===== src/rtl/bit_narrower16.sv =====
// bit_narrower16: narrows 24-bit datapath words to 16 bits with optional shift, saturation and a 2-stage valid/ready pipeline.
// Optional rounding before the shift is enabled by defining NARROW_ROUND_EN.
`timescale 1ns/1ps
module bit_narrower16 #(
    parameter int FRAC_SHIFT = 0,
    parameter int CNT_W      = 16
) (
    input  logic             Sclk,
    input  logic             Reset,
    input  logic [23:0]      inData,
    input  logic             inSigned,
    input  logic             inValid,
    output logic             inReady,
    output logic [15:0]      returnData,
    output logic             satFlag,
    output logic             outValid,
    input  logic             outReady,
    output logic [CNT_W-1:0] satCount,
    input  logic             satClear
);
    logic             s1_valid_q, s1_valid_d;
    logic [24:0]      s1_data_q, s1_data_d;
    logic             s1_signed_q, s1_signed_d;
    logic             out_valid_q, out_valid_d;
    logic [15:0]      ret_q, ret_d;
    logic             sat_q, sat_d;
    logic [CNT_W-1:0] cnt_q, cnt_d;
    logic [25:0]      ext, sum;
    logic [24:0]      shifted;
    logic             adv2, accept, in_range;
    // one extra bit above the 25-bit word keeps an unsigned rounding carry from looking negative
    assign ext = {{2{inData[23] & inSigned}}, inData};
`ifdef NARROW_ROUND_EN
    localparam int          RS  = FRAC_SHIFT > 0 ? FRAC_SHIFT - 1 : 0;
    localparam logic [25:0] RND = FRAC_SHIFT > 0 ? 26'(1) << RS : 26'd0;
    assign sum = ext + RND;
`else
    assign sum = ext;
`endif
    // next-state for both pipeline stages and the saturation counter
    always_comb begin
        shifted     = 25'($signed(sum) >>> FRAC_SHIFT);
        adv2        = !out_valid_q || outReady;
        accept      = inValid && inReady;
        in_range    = s1_signed_q ? (&s1_data_q[24:15] || ~|s1_data_q[24:15]) : ~|s1_data_q[24:16];
        s1_valid_d  = accept ? 1'b1 : (adv2 ? 1'b0 : s1_valid_q);
        s1_data_d   = accept ? shifted : s1_data_q;
        s1_signed_d = accept ? inSigned : s1_signed_q;
        out_valid_d = adv2 ? s1_valid_q : out_valid_q;
        ret_d       = ret_q;
        sat_d       = sat_q;
        if (adv2 && s1_valid_q) begin
            ret_d = in_range ? s1_data_q[15:0] : (s1_signed_q ? (s1_data_q[24] ? 16'h8000 : 16'h7FFF) : 16'hFFFF);
            sat_d = !in_range;
        end
        cnt_d = satClear ? '0 : (out_valid_q && outReady && sat_q && !(&cnt_q)) ? cnt_q + CNT_W'(1) : cnt_q;
    end
    // state registers; reset discards any word in flight
    always_ff @(posedge Sclk) begin
        if (Reset) begin
            s1_valid_q  <= 1'b0;
            s1_data_q   <= '0;
            s1_signed_q <= 1'b0;
            out_valid_q <= 1'b0;
            ret_q       <= '0;
            sat_q       <= 1'b0;
            cnt_q       <= '0;
        end else begin
            s1_valid_q  <= s1_valid_d;
            s1_data_q   <= s1_data_d;
            s1_signed_q <= s1_signed_d;
            out_valid_q <= out_valid_d;
            ret_q       <= ret_d;
            sat_q       <= sat_d;
            cnt_q       <= cnt_d;
        end
    end
    assign inReady    = !s1_valid_q || adv2;
    assign returnData = ret_q;
    assign satFlag    = sat_q;
    assign outValid   = out_valid_q;
    assign satCount   = cnt_q;
endmodule


===== config.mk =====
export PLATFORM = sky130hd
export DESIGN_NAME = bit_narrower16
export DESIGN_NICKNAME = d
export VERILOG_FILES = /design/src/rtl/bit_narrower16.sv
export SDC_FILE = /design/constraint.sdc
export NUM_CORES = 1
export LEC_CHECK = 0
export CAP_MARGIN = 20
export CORE_UTILIZATION = 25
export DETAILED_ROUTE_END_ITERATION = 8
export SYNTH_ARGS = -nofsm -noshare
export SYNTH_HDL_FRONTEND = slang
export SYNTH_SLANG_ARGS = --single-unit

===== constraint.sdc =====
create_clock -name Sclk -period 3 [get_ports Sclk]
set_input_delay 0.75 -clock Sclk [delete_from_list [all_inputs] [get_ports Sclk]]
set_output_delay 0.75 -clock Sclk [all_outputs]
set_load 0.1 [all_outputs]

==> results.sh <==
export IMPL_crit_buf_inv=2
export IMPL_synth_xor_area_share_pct=0
export IMPL_cts_num_sinks=61
export IMPL_yosys_most_used_dff="dfxtp_1"
export IMPL_syn_area_um2=2526
export IMPL_cp_max_fo=5
export IMPL_synth_common_cells="nand2_1 (69), dfxtp_1 (61), a21oi_1 (40)"
export IMPL_clock_latency_ns=0.34
export IMPL_fp_dieArea_um2=10510
export IMPL_setup_viol_count_final=0
export IMPL_yosys_area_top_type_share_pct=48.34
export IMPL_start_kind="primary input"
export IMPL_clockBufferDepth=2
export IMPL_syn_to_final_growth_pct=34.42
export IMPL_synth_edf_count=0
export IMPL_synth_most_common_cell="nand2_1"
export IMPL_dp_hpwl_um=4428
export IMPL_synthSimpleGateAreaFrac_pct=25.61
export IMPL_globalplace_congestion=0.7881
export IMPL_antennaDiodeCount=0
export IMPL_synth_cell_type_count=40
export IMPL_num_rows=36
export IMPL_crit_slowest_cell="clkdlybuf4s50_1"
export IMPL_grt_max_degree=28
export IMPL_cp_cell_sequence="clkdlybuf4s50_1, nand3b_1, buf_12"
export IMPL_ys_seq_elements=61
export IMPL_status="finished, final reports clean"
export IMPL_avgSynthCellArea_um2=8.833
export IMPL_synth_cells=286
export IMPL_hold_viol_final=0
export IMPL_slew_headroom_pct=38.43
export IMPL_skew_ns=0.009943
export IMPL_cts_hold_buf=0
export IMPL_synth_compound_area_share_pct=19.42
export IMPL_grt_pass1_vias=2135
export IMPL_drive_above_1_share_pct=17.98
export IMPL_nNetsFinal=382
export IMPL_synth_largest_area_cell="dfxtp_1"
export IMPL_cts_max_level=3
export IMPL_synthTopCellsByArea="dfxtp_1 (48%), nand2_1 (10%), a21oi_1 (7.9%)"
export IMPL_grt_pass1_wl_um=10330
export IMPL_synth_top_family_by_area="simple AND/OR/NAND/NOR gates"
export IMPL_detail_route_vias_per_cell=4.746
export IMPL_max_cap_violations=0
export IMPL_synth_net_count=317
export IMPL_die_width_um=102.5
export IMPL_yosysWarnings=0
export IMPL_synthMuxAreaShare_pct=2.377
export IMPL_core_area_um2=9774
export IMPL_critPathMaxStageDelay_ns=0.47
export IMPL_cp_arrival_ns=1.74
export IMPL_p_leak_nw=1.275
export IMPL_vias=2321
export IMPL_fin_crit_ns=2.492
export IMPL_ios=65
export IMPL_finalCritPeriodShare_pct=83.06
export IMPL_clk_pin_slew_ns=0.08
export IMPL_setup_slack_ns=0.5082
export IMPL_wl_per_cell_um=13.19
export IMPL_routed_wl_um=6448
export IMPL_yosysSeqAreaShare_pct=48.34
export IMPL_final_max_slew_viol_count=0
export IMPL_rrSetupSlack_ns=1.06
export IMPL_cp_top_family="buffers and inverters"
export IMPL_antenna_found_initial=0
export IMPL_postCtsSetupRepairBufs=0
export IMPL_critPathCaptureType="primary output"
export IMPL_pre_cts_ws_ns=0.2800
export IMPL_cts_resized=0
export IMPL_p_per_area_nw_per_um2=549.2
export IMPL_drt_initial_drc_count=92
export IMPL_synth_fa_ha_area_share_pct=0.4953
export IMPL_cts_root_buf="clkbuf_8"
export IMPL_rsz0062_at_grt="no"
export IMPL_critPathKind="in -> out"
export IMPL_gr_total_overflow=0
export IMPL_ant_nets=0
export IMPL_final_core_util_pct=34.74
export IMPL_start_util_pct=25.84
export IMPL_dr_pass1_iters=4
export IMPL_cts_tree="yes"
export IMPL_worstMarginPinSlew_ns=0.9235
export IMPL_postSynth_asyncResetShare_pct=0
export IMPL_grt_usage_pct=12.85
export IMPL_cts_inserted_buffers=9
export IMPL_drc=0
export IMPL_tns_ns=0
export IMPL_fmax_mhz=401.3
export IMPL_ir_drop_mv=0.2336
export IMPL_die_h_um=102.5
export IMPL_required_ns=2.25
export IMPL_portBuffers=64
export IMPL_hp_class="reg -> reg"
## worst paths after layout
kind,startpoint,cells past startpoint,endpoint
setup / recovery,outReady,3,inReady
hold / removal,s1_data_q[4]$_SDFFE_PP0P_,2,s1_data_q[4]$_SDFFE_PP0P_
setup reg to reg,satCount[0]$_SDFFE_PP0P_,5,satCount[14]$_SDFFE_PP0P_
hold reg to reg,s1_data_q[4]$_SDFFE_PP0P_,2,s1_data_q[4]$_SDFFE_PP0P_
## per-stage QoR
stage	hold WS, ns	area, µm²	std cells	power [mW]
global route	0.4701	3396	489	1.949
detailed placement	0.4467	3221	473	1.236
finish	0.4559	3396	489	1.865
global placement	0.4436	3221	473	1.234
floorplan	0.4362	2527	286	1.133
CTS	0.4582	3396	489	1.896
## power breakdown
part           total, mW  switching, mW  internal [mW]
clock network      0.651          0.349          0.301
logic              0.334          0.235         0.0996
registers          0.880         0.0278          0.852
## cell families after synthesis
group / count (synthesis)
simple gates: 126
compound gates: 72
mux: 6
flops: 61
buf+inv: 20
fa+ha+maj: 1
## final cells by class
| type | instances | area, µm² |
|---|---|---|
| fill | 1035 | 6379 |
| clock inverter | 7 | 51.30 |
| timing repair buffer | 69 | 603.1 |
| inverter | 5 | 18.77 |
| clock buffer | 9 | 123.9 |
| sequential | 61 | 1222 |
| tap | 133 | 166.4 |
| multi-input combinational | 205 | 1210 |
## sequential cells by signal, summed over array words and instances (netlist names)
name / count
s1_valid_q: 1
outValid: 1
returnData: 16
satCount: 16
s1_signed_q: 1
s1_data_q: 25
satFlag: 1
## layer usage
layer	vias to the layer above	routed length, µm	GRT usage (%)	part of all wire [%]
met5	-	0	0	0
met4	0	79	5.385	1.2
met3	7	342	4.610	5.3
met2	58	3063	20.15	48
met1	1076	2962	15.94	46
li1	1180	-	-	-
## placed cells by master, fill, tap and decap left out, types with 2 or more instances in the layout
| cell type | Yosys | layout |
|---|---|---|
| clkdlybuf4s50_1 | 0 | 29 |
| clkinv_4 | 0 | 2 |
| o31ai_1 | 5 | 5 |
| a21oi_1 | 40 | 40 |
| o21ai_0 | 3 | 3 |
| mux2i_1 | 6 | 6 |
| a221o_1 | 15 | 15 |
| clkinv_2 | 0 | 2 |
| nand2_1 | 69 | 69 |
| clkinvlp_4 | 0 | 2 |
| or3_1 | 8 | 8 |
| nand3b_1 | 2 | 2 |
| nor3_1 | 2 | 2 |
| inv_1 | 5 | 5 |
| and4_1 | 2 | 2 |
| o41ai_1 | 3 | 3 |
| and2_1 | 2 | 2 |
| clkbuf_8 | 0 | 9 |
| nor4_1 | 2 | 2 |
| nand3_1 | 9 | 9 |
| or4_1 | 4 | 4 |
| nand4_1 | 9 | 9 |
| dfxtp_1 | 61 | 60 |
| buf_4 | 1 | 39 |
| nor2_1 | 6 | 6 |
| and3_1 | 2 | 2 |
## worst min-delay path: stages (launching register included)
cell and delay (ns):
dfxtp_1 0.31, nand2_1 0.05, a21oi_1 0.05
Power figures use the tool's default switching activity.
